[src/rtl/pc_gen_if.sv]
// Fetch-control bundle between the PC generator and its surroundings.
// The master drives the redirect/trap/RAS controls; the slave (pc_gen) returns the fetch PC and status.
interface pc_gen_if #(
  parameter int N = 32
);
  logic         stall_i;
  logic         redirect_i;
  logic [N-1:0] redirect_pc_i;
  logic         trap_i;
  logic [N-1:0] trap_vec_i;
  logic         call_i;
  logic         ret_i;
  logic [N-1:0] pc_o;
  logic [N-1:0] pc_plus4_o;
  logic         misalign_o;
  logic         ras_empty_o;
  logic         ras_full_o;

  modport master (
    output stall_i, redirect_i, redirect_pc_i, trap_i, trap_vec_i, call_i, ret_i,
    input  pc_o, pc_plus4_o, misalign_o, ras_empty_o, ras_full_o
  );

  modport slave (
    input  stall_i, redirect_i, redirect_pc_i, trap_i, trap_vec_i, call_i, ret_i,
    output pc_o, pc_plus4_o, misalign_o, ras_empty_o, ras_full_o
  );
endinterface

[src/rtl/pc_gen.sv]
// Fetch-stage PC generator: registered fetch PC with trap/redirect/stall/RAS-predicted next-PC
// selection and a circular return address stack that overwrites its oldest entry on overflow.
module pc_gen #(
  parameter int          N         = 32,
  parameter logic [31:0] RESET_PC  = 32'h0000_0000,
  parameter int          RAS_DEPTH = 4
) (
  input  logic    clk,
  input  logic    rst_n,
  pc_gen_if.slave bus
);
  localparam int PW = (RAS_DEPTH > 1) ? $clog2(RAS_DEPTH) : 1;
  localparam int CW = PW + 1;

  logic [N-1:0]  r_pc;
  logic          r_misalign;
  logic [PW-1:0] r_top;
  logic [CW-1:0] r_cnt;
  logic [N-1:0]  r_ras [RAS_DEPTH];

  logic [N-1:0]  w_pc_plus4;
  logic [N-1:0]  w_pc_nxt;
  logic [PW-1:0] w_top_nxt;
  logic [CW-1:0] w_cnt_nxt;
  logic          w_misalign_nxt;
  logic          w_wr_en;
  logic [PW-1:0] w_wr_idx;
  logic          w_empty;
  logic          w_full;
  logic          w_unused_tv;

  assign w_pc_plus4  = r_pc + N'(4);
  assign w_empty     = (r_cnt == '0);
  assign w_full      = (r_cnt == CW'(RAS_DEPTH));
  assign w_unused_tv = ^bus.trap_vec_i[1:0];

  always_comb begin
    w_pc_nxt       = w_pc_plus4;
    w_top_nxt      = r_top;
    w_cnt_nxt      = r_cnt;
    w_misalign_nxt = r_misalign;
    w_wr_en        = 1'b0;
    w_wr_idx       = r_top;
    if (bus.trap_i) begin
      w_pc_nxt       = {bus.trap_vec_i[N-1:2], 2'b00};
      w_misalign_nxt = 1'b0;
    end else if (bus.redirect_i) begin
      w_pc_nxt       = {bus.redirect_pc_i[N-1:2], 2'b00};
      w_misalign_nxt = |bus.redirect_pc_i[1:0];
    end else if (bus.stall_i) begin
      w_pc_nxt = r_pc;
    end else if (bus.ret_i && !w_empty) begin
      w_pc_nxt = r_ras[r_top];
      if (bus.call_i) begin
        // Call+return: swap the top entry in place, depth unchanged.
        w_wr_en  = 1'b1;
        w_wr_idx = r_top;
      end else begin
        w_top_nxt = r_top - PW'(1);
        w_cnt_nxt = r_cnt - CW'(1);
      end
    end else if (bus.call_i) begin
      // When full, top+1 is the oldest slot, so the push recycles it.
      w_wr_en   = 1'b1;
      w_wr_idx  = r_top + PW'(1);
      w_top_nxt = r_top + PW'(1);
      if (!w_full) w_cnt_nxt = r_cnt + CW'(1);
    end
  end

  always_ff @(posedge clk or negedge rst_n) begin
    if (!rst_n) begin
      r_pc       <= N'(RESET_PC);
      r_misalign <= 1'b0;
      r_top      <= '0;
      r_cnt      <= '0;
    end else begin
      r_pc       <= w_pc_nxt;
      r_misalign <= w_misalign_nxt;
      r_top      <= w_top_nxt;
      r_cnt      <= w_cnt_nxt;
    end
  end

  // Stack contents are qualified by r_cnt, so they need no reset.
  always_ff @(posedge clk) begin
    if (w_wr_en) r_ras[w_wr_idx] <= w_pc_plus4;
  end

  assign bus.pc_o        = r_pc;
  assign bus.pc_plus4_o  = w_pc_plus4;
  assign bus.misalign_o  = r_misalign;
  assign bus.ras_empty_o = w_empty;
  assign bus.ras_full_o  = w_full;
endmodule
[src/flat_wrapper.sv]
// flat-port wrapper written by rule: the top's interface ports become plain ports
module pc_gen_flat 
#(
  parameter int          N         = 32,
  parameter logic [31:0] RESET_PC  = 32'h0000_0000,
  parameter int          RAS_DEPTH = 4
)
  (clk, rst_n, bus_stall_i, bus_redirect_i, bus_redirect_pc_i, bus_trap_i, bus_trap_vec_i, bus_call_i, bus_ret_i, bus_pc_o, bus_pc_plus4_o, bus_misalign_o, bus_ras_empty_o, bus_ras_full_o);
  pc_gen_if #(.N(N)) bus_i ();
  input  logic clk;
  input  logic rst_n;
  input wire logic [$bits(bus_i.stall_i)-1:0] bus_stall_i;
  input wire logic [$bits(bus_i.redirect_i)-1:0] bus_redirect_i;
  input wire logic [$bits(bus_i.redirect_pc_i)-1:0] bus_redirect_pc_i;
  input wire logic [$bits(bus_i.trap_i)-1:0] bus_trap_i;
  input wire logic [$bits(bus_i.trap_vec_i)-1:0] bus_trap_vec_i;
  input wire logic [$bits(bus_i.call_i)-1:0] bus_call_i;
  input wire logic [$bits(bus_i.ret_i)-1:0] bus_ret_i;
  output wire logic [$bits(bus_i.pc_o)-1:0] bus_pc_o;
  output wire logic [$bits(bus_i.pc_plus4_o)-1:0] bus_pc_plus4_o;
  output wire logic [$bits(bus_i.misalign_o)-1:0] bus_misalign_o;
  output wire logic [$bits(bus_i.ras_empty_o)-1:0] bus_ras_empty_o;
  output wire logic [$bits(bus_i.ras_full_o)-1:0] bus_ras_full_o;
  assign bus_i.stall_i = bus_stall_i;
  assign bus_i.redirect_i = bus_redirect_i;
  assign bus_i.redirect_pc_i = bus_redirect_pc_i;
  assign bus_i.trap_i = bus_trap_i;
  assign bus_i.trap_vec_i = bus_trap_vec_i;
  assign bus_i.call_i = bus_call_i;
  assign bus_i.ret_i = bus_ret_i;
  assign bus_pc_o = bus_i.pc_o;
  assign bus_pc_plus4_o = bus_i.pc_plus4_o;
  assign bus_misalign_o = bus_i.misalign_o;
  assign bus_ras_empty_o = bus_i.ras_empty_o;
  assign bus_ras_full_o = bus_i.ras_full_o;
  pc_gen #(.N(N), .RESET_PC(RESET_PC), .RAS_DEPTH(RAS_DEPTH)) u_core (.clk(clk), .rst_n(rst_n), .bus(bus_i));
endmodule
[config.mk]
export PLATFORM = sky130hd
export DESIGN_NAME = pc_gen_flat
export DESIGN_NICKNAME = d
export VERILOG_FILES = /design/src/rtl/pc_gen_if.sv /design/src/rtl/pc_gen.sv /design/src/flat_wrapper.sv
export SDC_FILE = /design/constraint.sdc
export NUM_CORES = 1
export LEC_CHECK = 0
export ABC_AREA = 1
export CAP_MARGIN = 30
export CORE_MARGIN = 2
export CORE_UTILIZATION = 30
export CTS_CLUSTER_DIAMETER = 50
export DETAILED_ROUTE_END_ITERATION = 8
export MAX_ROUTING_LAYER = met4
export PLACE_DENSITY = 0.56
export SYNTH_ARGS = -nofsm -noshare
export SYNTH_HDL_FRONTEND = slang
export SYNTH_SLANG_ARGS = --single-unit
[constraint.sdc]
create_clock -name clk -period 3.85 [get_ports clk]
set_clock_uncertainty 0.15 [all_clocks]
set_input_delay 0.9625 -clock clk [delete_from_list [all_inputs] [get_ports clk]]
set_output_delay 0.9625 -clock clk [all_outputs]
set_load 0.05 [all_outputs]
# Word level (Yosys, flattened, before mapping)
# Memory sizes are Yosys's and may differ from the RTL's.
# Index checks and enable logic that the tools add are counted.
# op_classes
addsub,5
mul,0
div,0
n_lt_le_gt_ge,0
n_eq_ne,4
shift,0
mux,23
bitwise,3
reduce_logical,8
# op_table
op,n
32-bit 2-to-1 mux,4
"32-bit by 3-bit adder with 32-bit output, second input constant",1
2-bit 2-to-1 mux,7
3-bit 2-to-1 mux,4
1-bit 2-to-1 mux,8
6-bit AND reduction,1
4-bit AND reduction,1
2-bit nonzero test,2
"3-bit by 1-bit adder with 3-bit output, second input constant",1
"3-bit == test, second input constant",1
3-bit logical NOT,1
"3-bit by 1-bit inequality test with 1-bit output, second input constant",1
1-bit inverter,3
"3-bit by 1-bit subtractor with 3-bit output, second input constant",1
"2-bit by 1-bit adder with 2-bit output, second input constant",1
"2-bit by 1-bit inequality test with 1-bit output, second input constant",1
"2-bit inequality test, second input constant",1
2-bit OR reduction,1
"2-bit by 1-bit subtractor with 2-bit output, second input constant",1
1-bit logical AND,1
1-bit logical NOT,1
# word_totals
ff_bits,38
latch_bits,0
ramBits,128
romBits,0
out_inout_bits,67
wordCells,48
memories,1
# memory_table
memory,depth,word_bits,read_ports,rd_ports_with_merged_regs,write_ports,line_no,rtl
u_core.r_ras,4,32,1,0,1,pc_gen.sv:19,logic [N-1:0] r_ras [RAS_DEPTH];

# Logic depth before layout (Yosys ltp)
# Gate-level depths: netlist of the first run.
# depth
ltp_word,7
mapped_depth,12

# Least setup slack after synthesis of the first run
# OpenSTA, ideal clock, no wires.
# synth_path
path_kind,input-to-reg
start,input bus_redirect_i
end,"memory u_core.r_ras[0][0], enable pin"
arrival_ns,3.052
required_time_ns,3.279
slack_ns,0.227
path_stages,7
path_cell_list,nor2_1 nand2_1 nor2_1 nand2_1 xor2_1 nand2_1 nor2_1
# synth_between
elab_chain_cells,4
# synth_rtl
item,line_no,rtl
from (decl),flat_wrapper.sv:13,input wire logic [$bits(bus_i.redirect_i)-1:0] bus_redirect_i;
1-bit 2-to-1 mux,pc_gen.sv:47,end else if (bus.redirect_i) begin
1-bit 2-to-1 mux,pc_gen.sv:44,if (bus.trap_i) begin
1-bit 2-to-1 mux,pc_gen.sv:87,if (w_wr_en) r_ras[w_wr_idx] <= w_pc_plus4;
1-bit 2-to-1 mux (not written as such),pc_gen.sv:87,
to (decl),pc_gen.sv:19,
# Several ways; a longest one is shown, not always the timed one.

# Worst setup path after layout of the first run
# layout_path
start,register u_core.r_pc[3] (netlist: u_core.bus.pc_o[3])
end,output bus_pc_plus4_o[8]
# layout_between
elab_chain_cells,1
# layout_rtl
item,line_no,rtl
from (decl),pc_gen.sv:15,logic [N-1:0] r_pc;
from (signal assigned),pc_gen.sv:73,r_pc <= N'(RESET_PC);
from (signal assigned),pc_gen.sv:78,r_pc <= w_pc_nxt;
32-bit by 3-bit adder with 32-bit output,pc_gen.sv:32,assign w_pc_plus4 = r_pc + N'(4);
to (decl),flat_wrapper.sv:20,output wire logic [$bits(bus_i.pc_plus4_o)-1:0] bus_pc_plus4_o;
# Every way passes these cells.

==> results of run 1 <==
## cells in the mapped netlist (2+ instances only)
| library cell | n |
|---|---|
| buf_1 | 3 |
| inv_1 | 64 |
| buf_2 | 26 |
| nand3_1 | 61 |
| o22ai_1 | 5 |
| nand2_4 | 3 |
| nor2_1 | 169 |
| buf_4 | 5 |
| o21ai_0 | 65 |
| xnor2_1 | 5 |
| o211ai_1 | 8 |
| a32o_1 | 2 |
| nor3_1 | 2 |
| ha_1 | 2 |
| o221ai_1 | 2 |
| nand2_1 | 296 |
| nand2_2 | 4 |
| a21oi_1 | 41 |
| edfxtp_1 | 128 |
| clkbuf_1 | 12 |
| xor2_1 | 7 |
| dfrtp_1 | 38 |
| nor2_2 | 5 |
| nor2_4 | 6 |
| o21ai_1 | 12 |
## cells in the final DEF, fill, tap and decap left out, drive strengths merged, types with 35 or more instances in the layout
cell type / n
buf: 35
nand2: 303
edfxtp: 128
dfrtp: 38
o21ai: 77
a21oi: 41
inv: 69
clkdlybuf4s50: 111
nor2: 181
nand3: 61
## metal layers
layer,track usage,vias to the layer above,wire length (um)
met2,0.2771,171,11580
met3,0.02163,15,1017
met5,-,-,0
met4,0.04679,0,259
li1,-,3469,-
met1,0.2561,3258,12280
## logic make-up (layout without fill, tap and decap cells)
kind of cell,Yosys count,after routing,synth area share
AOI/OAI and AO/OA,136,136,0.08641
xor gates and xnor gates,12,12,0.01249
adders and majority gates,3,3,0.005354
buffers and inverters,113,255,0.05740
DFF,166,166,0.5699
and+or+nand+nor,550,550,0.2684
## metrics by stage
stage / hold WS [ns] / worst slack [ns] / cells / area (um2)
2_1_floorplan: 0.3675 / 0.2266 / 980 / 8413
3_3_place_gp: 0.3889 / 0.4138 / 1466 / 10160
3_5_place_dp: 0.3874 / 0.3846 / 1468 / 10200
4_1_cts: 0.2436 / 0.001492 / 1500 / 10790
5_1_grt: 0.2516 / 0.06395 / 1500 / 10800
6_report: 0.2522 / 0.2146 / 1500 / 10800
## area by class of cell
type | count | area share
sequential | 166 | 0.4440
timing repair buffer | 157 | 0.1417
multi-input combinational | 701 | 0.2917
tap | 378 | 0.04379
clock inverter | 15 | 0.01645
clock buffer | 17 | 0.03939
inverter | 66 | 0.02294
## path summary, 6_finish.rpt
path / cells past startpoint / slack [ns] / endpoint / startpoint
min in group clk: 2 / 0.41 / u_core.bus.pc_o[31] / u_core.bus.pc_o[31]
max in group asynchronous: 2 / 2.84 / u_core.bus.pc_o[31] / rst_n
min: 1 / 0.25 / u_core.r_cnt[2] / rst_n
max: 6 / 0.21 / bus_pc_plus4_o[8] / u_core.bus.pc_o[3]
min reg2reg: 2 / 0.41 / u_core.bus.pc_o[31] / u_core.bus.pc_o[31]
max reg2reg: 7 / 0.99 / u_core.r_ras[3][21] / u_core.r_top[1]
## flip-flops by register name (all words and copies together), names as in the netlist
register               count
u_core.r_cnt               3
u_core.r_top               2
u_core.r_ras             128
u_core.bus.misalign_o      1
u_core.bus.pc_o           32
## power breakdown
part,internal [mW],total (mW),switching [mW]
clock,1.03,1.75,0.723
combinational,0.703,2.27,1.57
sequential,2.10,2.32,0.212
==> reports/metrics.yaml, run 1 <==
global_routing:
  grt_usage: 0.1813
  grt_pass1_vias: 6621
  grt_pass1_wl_um: 38850
  grt-ovfl-total: 0
  antenna_found_initial: 0
  grt_max_degree: 49
logic_synthesis:
  syn_area_mm2: 0.008413
  ys_top_cells_by_area: "edfxtp_1 (46%), nand2_1 (13%), dfrtp_1 (11%)"
  synth_fp_nets: 1054
  yosys_warnings: 0
  synth_cell_types: 34
  ys_ff_latch: 166
  synth_top_cell_by_area: "edfxtp_1"
  avgSynthCellArea_um2: 8.585
  synth_edf_count: 128
  synthDominantCellAreaShare: 0.4569
  netlist_instances: 980
  seq_area_frac_synth: 0.5699
  synth_flop_cell: "edfxtp_1"
  async_flop_share: 0.2289
timing:
  slew_headroom: 0.3943
  maxSlewViolCount: 0
  worst_pin_slew_ns: 0.9086
  rsz0062_at_grt: "false"
  finalSetupViolCount: 0
  finalSetupTns_ns: 0
  finalCritPeriodShare: 0.9443
  fin_crit_ns: 3.635
  finalHoldViolations: 0
  clock.fmax_mhz: 275.1
detailed_routing:
  drt_iter0_drc: 465
  drc_errors: 0
  vias: 6913
  drtPass1Iterations: 5
  routed_wirelength_um: 25130
  viasPerCell: 4.609
  antenna_left: 0
  drt-wirelength-per-cell_um: 16.75
die:
  die_w_um: 171.5
  io_pins: 138
  initial_utilization: 0.3037
  core_mm2: 0.02771
  rows: 61
  die_area_mm2: 0.02940
  die_h_um: 171.5
critical_path:
  cp_data_arrival_time_ns: 2.52
  worst-endpoint-required_ns: 2.74
  critPathMaxStageDelay_ns: 0.86
  crit_buf_inv: 2
  end_kind: "output port"
  crit_family: "buffers and inverters"
  crit_chain: "ha_1 -> nand3_1 -> nor2_1 -> xnor2_1 -> inv_1 -> clkdlybuf4s50_1"
  worst_setup_path_start_kind: "flop"
  critPathSlowestCell: "clkdlybuf4s50_1"
  crit_fanout: 5
  crit_type: "flop to output port"
flow_run:
  cap_violations: 0
finish:
  multi_input_area_mm2: 0.003151
  final_net_count: 1183
  n_antenna_cell: 0
  syn2layout_area_growth_pct: 28.38
  fillCellCount: 2766
  seq_area_mm2: 0.004796
  final_layout_size_suffix_gt1_frac: 0.08200
  fin_util: 0.3898
clock_network:
  cts_buffers: 17
  cts.clk_slew.worst_paths_ns: 0.07
  cts_hold_buf: 0
  cts_resized: 7
  cts_buffer_depth: 2
  worstSkewPairLatency_ns: 0.42
  cts_setup_buffers: 0
  clockRootBuffer: "clkbuf_16"
  cts_tree: "built"
  htree_levels: 4
  cts_num_sinks: 166
pwr:
  vdd_drop_max_mv: 0.3238
  total_leakage_power_nw: 4.417
  p_total_mw: 6.338
  p_per_area_mw_per_mm2: 586.8
hold_path:
  hold_class: "input port to asynchronous set/reset pin"
placed_design:
  post-dp-hpwl_um: 17590
  place.gp.congestion: 0.8448
  io_buffers: 135
status:
  status: "completed"
No activity file was read; power rests on OpenSTA's default activity.
==> run 2: changes to the inputs <==
- CTS_BUF_LIST: default -> sky130_fd_sc_hd__clkbuf_2
- MAX_ROUTING_LAYER: met4 -> default
==> reports/metrics.yaml, run 2 (same netlist as run 1, synthesis figures left out) <==
clock_network:
  cts_tree: "built"
  cts.clk_slew.worst_paths_ns: 0.25
  htree_levels: 4
  cts_buffers: 17
  cts_num_sinks: 166
  worstSkewPairLatency_ns: 0.75
  cts_buffer_depth: 2
  clockRootBuffer: "clkbuf_2"
die:
  die_h_um: 171.5
  die_w_um: 171.5
  rows: 61
  io_pins: 138
  core_mm2: 0.02771
  initial_utilization: 0.3037
  die_area_mm2: 0.02940
global_routing:
  grt_usage: 0.1757
  antenna_found_initial: 1
  grt-ovfl-total: 0
  grt_max_degree: 49
  grt_pass1_vias: 6576
  grt_pass1_wl_um: 38790
finish:
  syn2layout_area_growth_pct: 24.45
  stdcell_count: 1503
  fin_util: 0.3779
  seq_area_mm2: 0.004805
  largest_register_ffs: 128
  multi_input_area_mm2: 0.003178
  fillCellCount: 2814
  final_cell_mix: "nand2_1 (290), nor2_1 (164), edfxtp_1 (128)"
  final_layout_size_suffix_gt1_frac: 0.1085
  final_net_count: 1185
  regMostFlops: "u_core.r_ras"
  final_common_cell: "nand2_1"
flow_run:
  cap_violations: 0
critical_path:
  critPathSlowestCell: "dfrtp_1"
  crit_chain: "nand2_2 -> nor2_4 -> nand2_2 -> nor2_8 -> nand3_1 -> nand2_1 -> clkdlybuf4s15_2"
  worst-endpoint-required_ns: 2.74
  cp_data_arrival_time_ns: 2.55
  crit_fanout: 7
  critPathMaxStageDelay_ns: 0.57
  worst_setup_path_start_kind: "flop"
  crit_type: "flop to output port"
  cp_common_cell: "nand2_2"
  end_kind: "output port"
timing:
  clock.fmax_mhz: 272.8
  fin_crit_ns: 3.666
  whs_ns: 0.4245
  finalCritPeriodShare: 0.9523
  finalHoldViolations: 0
  slew_headroom: 0.4125
  finalSetupTns_ns: 0
  maxSlewViolCount: 0
  finalSetupViolCount: 0
  finalWorstSetupSlack_ns: 0.1837
  worst_pin_slew_ns: 0.8812
status:
  status: "completed"
detailed_routing:
  drtPass1Iterations: 5
  viasPerCell: 4.623
  antenna_left: 0
  drt-wirelength-per-cell_um: 16.70
  drc_errors: 0
  routed_wirelength_um: 25090
  vias: 6948
  drt_iter0_drc: 446
placed_design:
  io_buffers: 135
  post-dp-hpwl_um: 17590
  place.gp.congestion: 0.8294
  dp_worst_setup_slack_ns: 0.3846
  dp.cells: 1468
pwr:
  total_leakage_power_nw: 4.257
  vdd_drop_max_mv: 0.1985
  p_per_area_mw_per_mm2: 535.4
hold_path:
  hold_class: "flop to flop"
==> run 2: cell types whose count changed in the layout (fill, tap and decap cells not counted), moves of 7 or more <==
cell | previous run | this run
clkbuf_2 | 0 | 19
clkbuf_16 | 17 | 0
dfrtp_1 | 37 | 30
dfrtp_2 | 1 | 8
==> run 2: final timing paths <==
path | from | end | slack (ns) | cells after the start
worst min register to register | u_core.r_cnt[0] | u_core.r_cnt[0] | 0.42 | 1
worst max register to register | u_core.r_top[1] | u_core.r_ras[2][18] | 0.98 | 7
max in group asynchronous | rst_n | u_core.bus.pc_o[23] | 2.66 | 3
worst max-delay path | u_core.bus.pc_o[4] | bus_pc_plus4_o[31] | 0.18 | 7
worst min-delay path | u_core.r_cnt[0] | u_core.r_cnt[0] | 0.42 | 1
min in group asynchronous | rst_n | u_core.r_cnt[2] | 0.43 | 2
==> run 2: timing repair <==
| action | in CTS | in global routing |
|---|---|---|
| gates resized for setup | 43 | 39 |
| hold buffers | 1 | 0 |
| endpoints found under the setup margin | 16 | 22 |
| endpoints found under the hold margin | 7 | 0 |
| buffers inserted | 0 | 1 |
==> run 2: cell type report <==
| class | instances | share of cell area |
|---|---|---|
| flip-flops and latches | 166 | 0.4589 |
| multi-input cells | 701 | 0.3035 |
| repair buffers | 159 | 0.1434 |
| well taps | 378 | 0.04517 |
| inverters | 66 | 0.02366 |
| clock inverters | 15 | 0.01697 |
| clock buffers | 17 | 0.008126 |
| diodes | 1 | 0.0002390 |
==> run 2: metrics by stage <==
step                      total power [mW]  cell area, um2
after floorplan                      3.831            8413
after detailed placement             4.642           10200
final                                5.605           10470
after global placement               4.594           10160
after CTS                            5.642           10470
after global routing                 5.947           10470
==> run 2: critical path, delay by kind of cell, from the launching register on <==
kind	cells	cell delay [ns]
DFF	1	0.57
buffers and inverters	1	0.40
and+or+nand+nor	6	0.84
==> run 2: per-layer routing <==
metal	vias up	track usage	part of all wire
li1	3476	-	-
met1	3246	0.2542	0.48
met2	213	0.2759	0.46
met3	13	0.02784	0.053
met4	0	0.04127	0.0088
met5	-	0	0
==> run 2: power by group <==
part	total (mW)	internal, mW	switching [mW]	leakage, nW
clock network	1.03	0.369	0.656	0.157
registers	2.31	2.10	0.211	1.59
logic	2.27	0.697	1.57	2.51
==> run 3: changes to the inputs <==
- HOLD_SLACK_MARGIN: default -> 0.15
==> results of run 3 <==
Final layout, timing and power as in run 2 (identical DEF).
